$ cat config.mk
export PLATFORM = sky130hd
export DESIGN_NAME = vc_evict_buffer
export DESIGN_NICKNAME = d
export VERILOG_FILES = /design/src/rtl/vc_evict_buffer_pkg.sv /design/src/rtl/vc_evict_buffer.sv
export SDC_FILE = /design/constraint.sdc
export NUM_CORES = 2
export LEC_CHECK = 0
export ABC_AREA = 1
export BUFFER_PORTS_ARGS = -buffer_cell sky130_fd_sc_hd__buf_2
export CORE_ASPECT_RATIO = 1.4
export CORE_UTILIZATION = 50
export DETAILED_ROUTE_END_ITERATION = 10
export GPL_ROUTABILITY_DRIVEN = 0
export PLACE_DENSITY = 0.67
export SLEW_MARGIN = 30
export SYNTH_ARGS = -nofsm -noshare
export SYNTH_HDL_FRONTEND = slang
export SYNTH_SLANG_ARGS = --single-unit
$ cat constraint.sdc
create_clock -name clk -period 8.05 [get_ports clk]
set_clock_uncertainty 0.1 [all_clocks]
set_input_delay 0.805 -clock clk [delete_from_list [all_inputs] [get_ports clk]]
set_output_delay 0.805 -clock clk [all_outputs]
set_load 0.05 [all_outputs]
$ cat src/rtl/vc_evict_buffer_pkg.sv
// Shared L1.5 widths used by the victim-cache eviction buffer.
// Values mirror the L1.5 defines so the buffer lines up with the cache datapath.
package vc_evict_buffer_pkg;

  localparam int VC_ADDR_WIDTH       = 36;
  localparam int L15_CACHELINE_WIDTH = 128;
  localparam int VC_EVICT_BUF_DEPTH  = 4;

endpackage

$ cat src/rtl/vc_evict_buffer.sv
// In-order eviction FIFO between L1.5 S3 and the victim cache store port.
// Also answers associative read probes against lines still waiting to be written.
module vc_evict_buffer
  import vc_evict_buffer_pkg::*;
#(
  parameter int DEPTH  = VC_EVICT_BUF_DEPTH,
  parameter int ADDR_W = VC_ADDR_WIDTH,
  parameter int DATA_W = L15_CACHELINE_WIDTH
) (
  input  logic                    clk,
  input  logic                    rst_n,
  input  logic                    evict_val_i,
  input  logic [ADDR_W-1:0]       evict_addr_i,
  input  logic [DATA_W-1:0]       evict_data_i,
  output logic                    evict_rdy_o,
  output logic                    store_evict_val_o,
  output logic [ADDR_W-1:0]       store_evict_addr_o,
  output logic [DATA_W-1:0]       store_evict_data_o,
  input  logic                    store_evict_rdy_i,
  input  logic                    lookup_val_i,
  input  logic [ADDR_W-1:0]       lookup_addr_i,
  output logic                    lookup_hit_o,
  output logic [DATA_W-1:0]       lookup_data_o,
  output logic [$clog2(DEPTH):0]  occupancy_o
);

  localparam int PTR_W = $clog2(DEPTH);
  localparam logic [PTR_W:0] FULL_COUNT = (PTR_W + 1)'(DEPTH);

  logic [ADDR_W-1:0] addr_mem [DEPTH];
  logic [DATA_W-1:0] data_mem [DEPTH];
  logic [DEPTH-1:0]  valid;
  logic [PTR_W-1:0]  wr_ptr;
  logic [PTR_W-1:0]  rd_ptr;
  logic [PTR_W:0]    count;

  logic              push;
  logic              pop;
  logic              probe_hit;
  logic [DATA_W-1:0] probe_data;
  logic [PTR_W-1:0]  idx;

  // Ready depends only on registered count, so the store-side ready never
  // reaches the upstream handshake combinationally.
  assign evict_rdy_o        = (count != FULL_COUNT);
  assign store_evict_val_o  = (count != '0);
  assign store_evict_addr_o = addr_mem[rd_ptr];
  assign store_evict_data_o = data_mem[rd_ptr];
  assign occupancy_o        = count;

  assign push = evict_val_i && evict_rdy_o;
  assign pop  = store_evict_val_o && store_evict_rdy_i;

  // Walk oldest to youngest so the last match (the youngest) wins.
  always_comb begin
    probe_hit  = 1'b0;
    probe_data = '0;
    idx        = '0;
    for (int k = 0; k < DEPTH; k++) begin
      idx = rd_ptr + PTR_W'(k);
      if (valid[idx] && (addr_mem[idx] == lookup_addr_i)) begin
        probe_hit  = 1'b1;
        probe_data = data_mem[idx];
      end
    end
  end

  always_ff @(posedge clk) begin
    if (!rst_n) begin
      wr_ptr        <= '0;
      rd_ptr        <= '0;
      count         <= '0;
      valid         <= '0;
      lookup_hit_o  <= 1'b0;
      lookup_data_o <= '0;
    end else begin
      if (pop) begin
        rd_ptr        <= rd_ptr + 1'b1;
        valid[rd_ptr] <= 1'b0;
      end
      if (push) begin
        wr_ptr        <= wr_ptr + 1'b1;
        valid[wr_ptr] <= 1'b1;
      end
      case ({push, pop})
        2'b10:   count <= count + 1'b1;
        2'b01:   count <= count - 1'b1;
        default: count <= count;
      endcase
      lookup_hit_o  <= lookup_val_i && probe_hit;
      lookup_data_o <= (lookup_val_i && probe_hit) ? probe_data : '0;
    end
  end

  // Line storage is qualified by the valid bits, so it is never reset.
  always_ff @(posedge clk) begin
    if (push) begin
      addr_mem[wr_ptr] <= evict_addr_i;
      data_mem[wr_ptr] <= evict_data_i;
    end
  end

endmodule

==> impl_metrics.yaml <==
global_routing:
  grt_overflow: 0
  grt_pass1_wl_mm: 262
  grt_max_degree: 283
  gr-usage-all-layers_pct: 35.1
  first_global_vias: 45100
  antenna_found_initial: 42
logic_synthesis:
  synthTopCellsByCount: "nand2_1 (2018), o21ai_0 (1167), edfxtp_1 (656), nand3_1 (654), nor2_1 (601)"
  yosysMostFrequentCell: "nand2_1"
  synth_cells: 6571
  async_flop_share_pct: 0
  ys_seq_area_share_pct: 47.2
  synth_fp_nets: 6786
  syn_avg_cell_area_sq_um: 7.27
  syn_area_sq_mm: 0.0478
  synth_edf_count: 656
  yosys.area.top_type: "edfxtp_1"
  synth_ff_type: "edfxtp_1"
  yosys-top-cells-area: "edfxtp_1 (41%), nand2_1 (16%), o21ai_0 (12%), nand3_1 (6.8%), dfxtp_1 (5.9%)"
  synth.distinct_cells: 31
  synth_top_cell_area_share_pct: 41.2
  yosysWarnings: 0
  ys_ff_latch: 798
placement:
  port_buffers: 502
  place_area_sq_mm: 0.0502
  dp_hpwl_mm: 98.7
floorplanning:
  die_area_sq_mm: 0.0968
  pin_count: 503
  die_x_um: 263
  rows: 133
  fp.dieH_um: 368
  initial_core_util_pct: 50.7
  core_sq_mm: 0.0944
sta:
  setup_viol_count_final: 0
  rsz0062_at_grt: "false"
  tightest_slew_ps: 1070
  finalCriticalPeriod_ps: 6550
  tns_ps: 0
  slew_headroom_pct: 28.5
  final-hold-violation-count: 0
  report.final.slew_viol_count: 0
  clock.fmax_mhz: 153
  min_period_over_period_pct: 81.3
detailed_routing:
  firstDrtPassIters: 9
  drc: 0
  viasPerCell: 5.99
  routed_wl_mm: 174
  drtAntennaViolNets: 0
  routedWlPerCell_um: 21.8
  initialDrtViolationCount: 5861
  vias: 48000
cts:
  ctsResizeCount: 0
  htree_levels: 3
  hold_buffers: 0
  postCtsSetupRepairBufs: 0
  cts.sinks: 798
  cts_max_path_buffers: 3
  cts_buffers: 83
  clk_pin_slew_ps: 60
  root_buffer: "clkbuf_16"
  tritoncts: "done"
  clock_latency_ps: 700
worst_setup_path:
  crit_chain: "inv_8, ha_4, inv_8, nand3_1, nand2_1, nand2_1, o21ai_0, nor2_1, nand2_1, nor2_1, nand3_1, nor2_4, nor2_1, nand2_8, buf_4, nand3_1, nor2_1"
  path_common_cell: "nor2_1"
  cp.required_ps: 8570
  worstSetupPathType: "flip-flop to flip-flop"
  slowest_delay_ps: 890
  cp_max_fo: 133
  crit_path_start_kind: "flip-flop"
  arrival_ps: 7060
  r2r_slack_ps: 1500
  crit_slowest_cell: "ha_4"
  crit_path_end_kind: "flip-flop"
cells_and_area:
  area_growth_pct: 11.4
  drive_gt1_share_pct: 10.5
  nets: 6923
  fin_util_pct: 56.4
  fin_area_sq_mm: 0.0533
hold_path:
  min_path_type: "input pin to flip-flop"
power:
  power_leakage_nw: 21.8
  peakVddDrop_v: 0.000338
  power_density_mw_per_mm2: 364
job:
  maxCapViolCount: 0
outcome:
  status: "complete, no violations"
## cell type report
type	instances	area (sq um)
Clock inverter	34	383
Tap cell	1215	1520
Fill cell	8885	41100
Antenna cell	21	52.6
Inverter	231	940
Sequential cell	798	22600
Timing Repair Buffer	557	3150
Clock buffer	120	2460
Multi-Input combinational cell	5037	22200
## sequential cells by signal, summed over array words and instances, names as in the netlist, named ones only
name           count
lookup_data_o    128
occupancy_o        3
data_mem         512
lookup_hit_o       1
valid              4
addr_mem         144
wr_ptr             2
rd_ptr             2
## layer usage
metal	routed length, um	up-vias	GRT usage (%)
li1	-	22500	-
met1	63500	22200	41.4
met2	82000	2708	57.6
met3	18400	572	7.40
met4	10200	36	23.7
met5	220	-	0
## cell usage in the layout, fill, tap and decap left out, drive strengths merged
cell / n
ha: 9
nor2: 603
or2: 1
diode: 21
o22ai: 2
buf: 557
a21oi: 528
nand3: 655
inv: 232
xor2: 17
dfxtp: 142
o21ai: 1183
nand4: 6
and2: 3
edfxtp: 656
fa: 1
nand3b: 4
bufinv: 7
mux2i: 1
nand2: 2019
clkinv: 26
nor3: 1
o211ai: 4
clkbuf: 120
## power breakdown
part	internal (W)	switching (W)	total, W
logic	0.00234	0.00793	0.0103
registers	0.00483	0.000239	0.00507
clock network	0.00235	0.00168	0.00403
total	0.00952	0.00985	0.0194
## path summary, 6_finish.rpt
check | startpoint | to | depth (start not counted)
max | rd_ptr[0] | lookup_data_o[73] | 17
min | evict_data_i[19] | data_mem[0][19] | 1
max reg2reg | rd_ptr[0] | lookup_data_o[73] | 17
min reg2reg | valid[0] | valid[0] | 2
## logic make-up (layout without fill, tap and decap cells)
group	after synthesis	after routing	share of synthesized area, %
XOR/XNOR	17	17	0.312
AND/OR/NAND/NOR	3292	3292	27.7
flip-flops	798	798	47.2
other	0	21	0
adder cells (fa/ha/maj)	10	10	0.278
buffers and inverters	736	942	6.53
multiplexers	1	1	0.0209
AO/OA/AOI/OAI	1717	1717	18.0
## through the flow
step,hold slack (ps),power (W),cells,setup WS (ps)
finish,223,0.0194,8013,1500
global route,210,0.0205,8009,1330
CTS,191,0.0192,7987,1790
detailed placement,383,0.0152,7833,1790
global placement,374,0.0150,7833,1880
floorplan,352,0.0125,6571,2560
## critical path, delay by kind of cell (launching register included)
kind / cells / cell delay, ps
AND/OR/NAND/NOR: 12 / 3030
flip-flops: 1 / 810
adder cells (fa/ha/maj): 1 / 890
AO/OA/AOI/OAI: 1 / 70
buffers and inverters: 3 / 1190
Power figures use the tool's default switching activity.
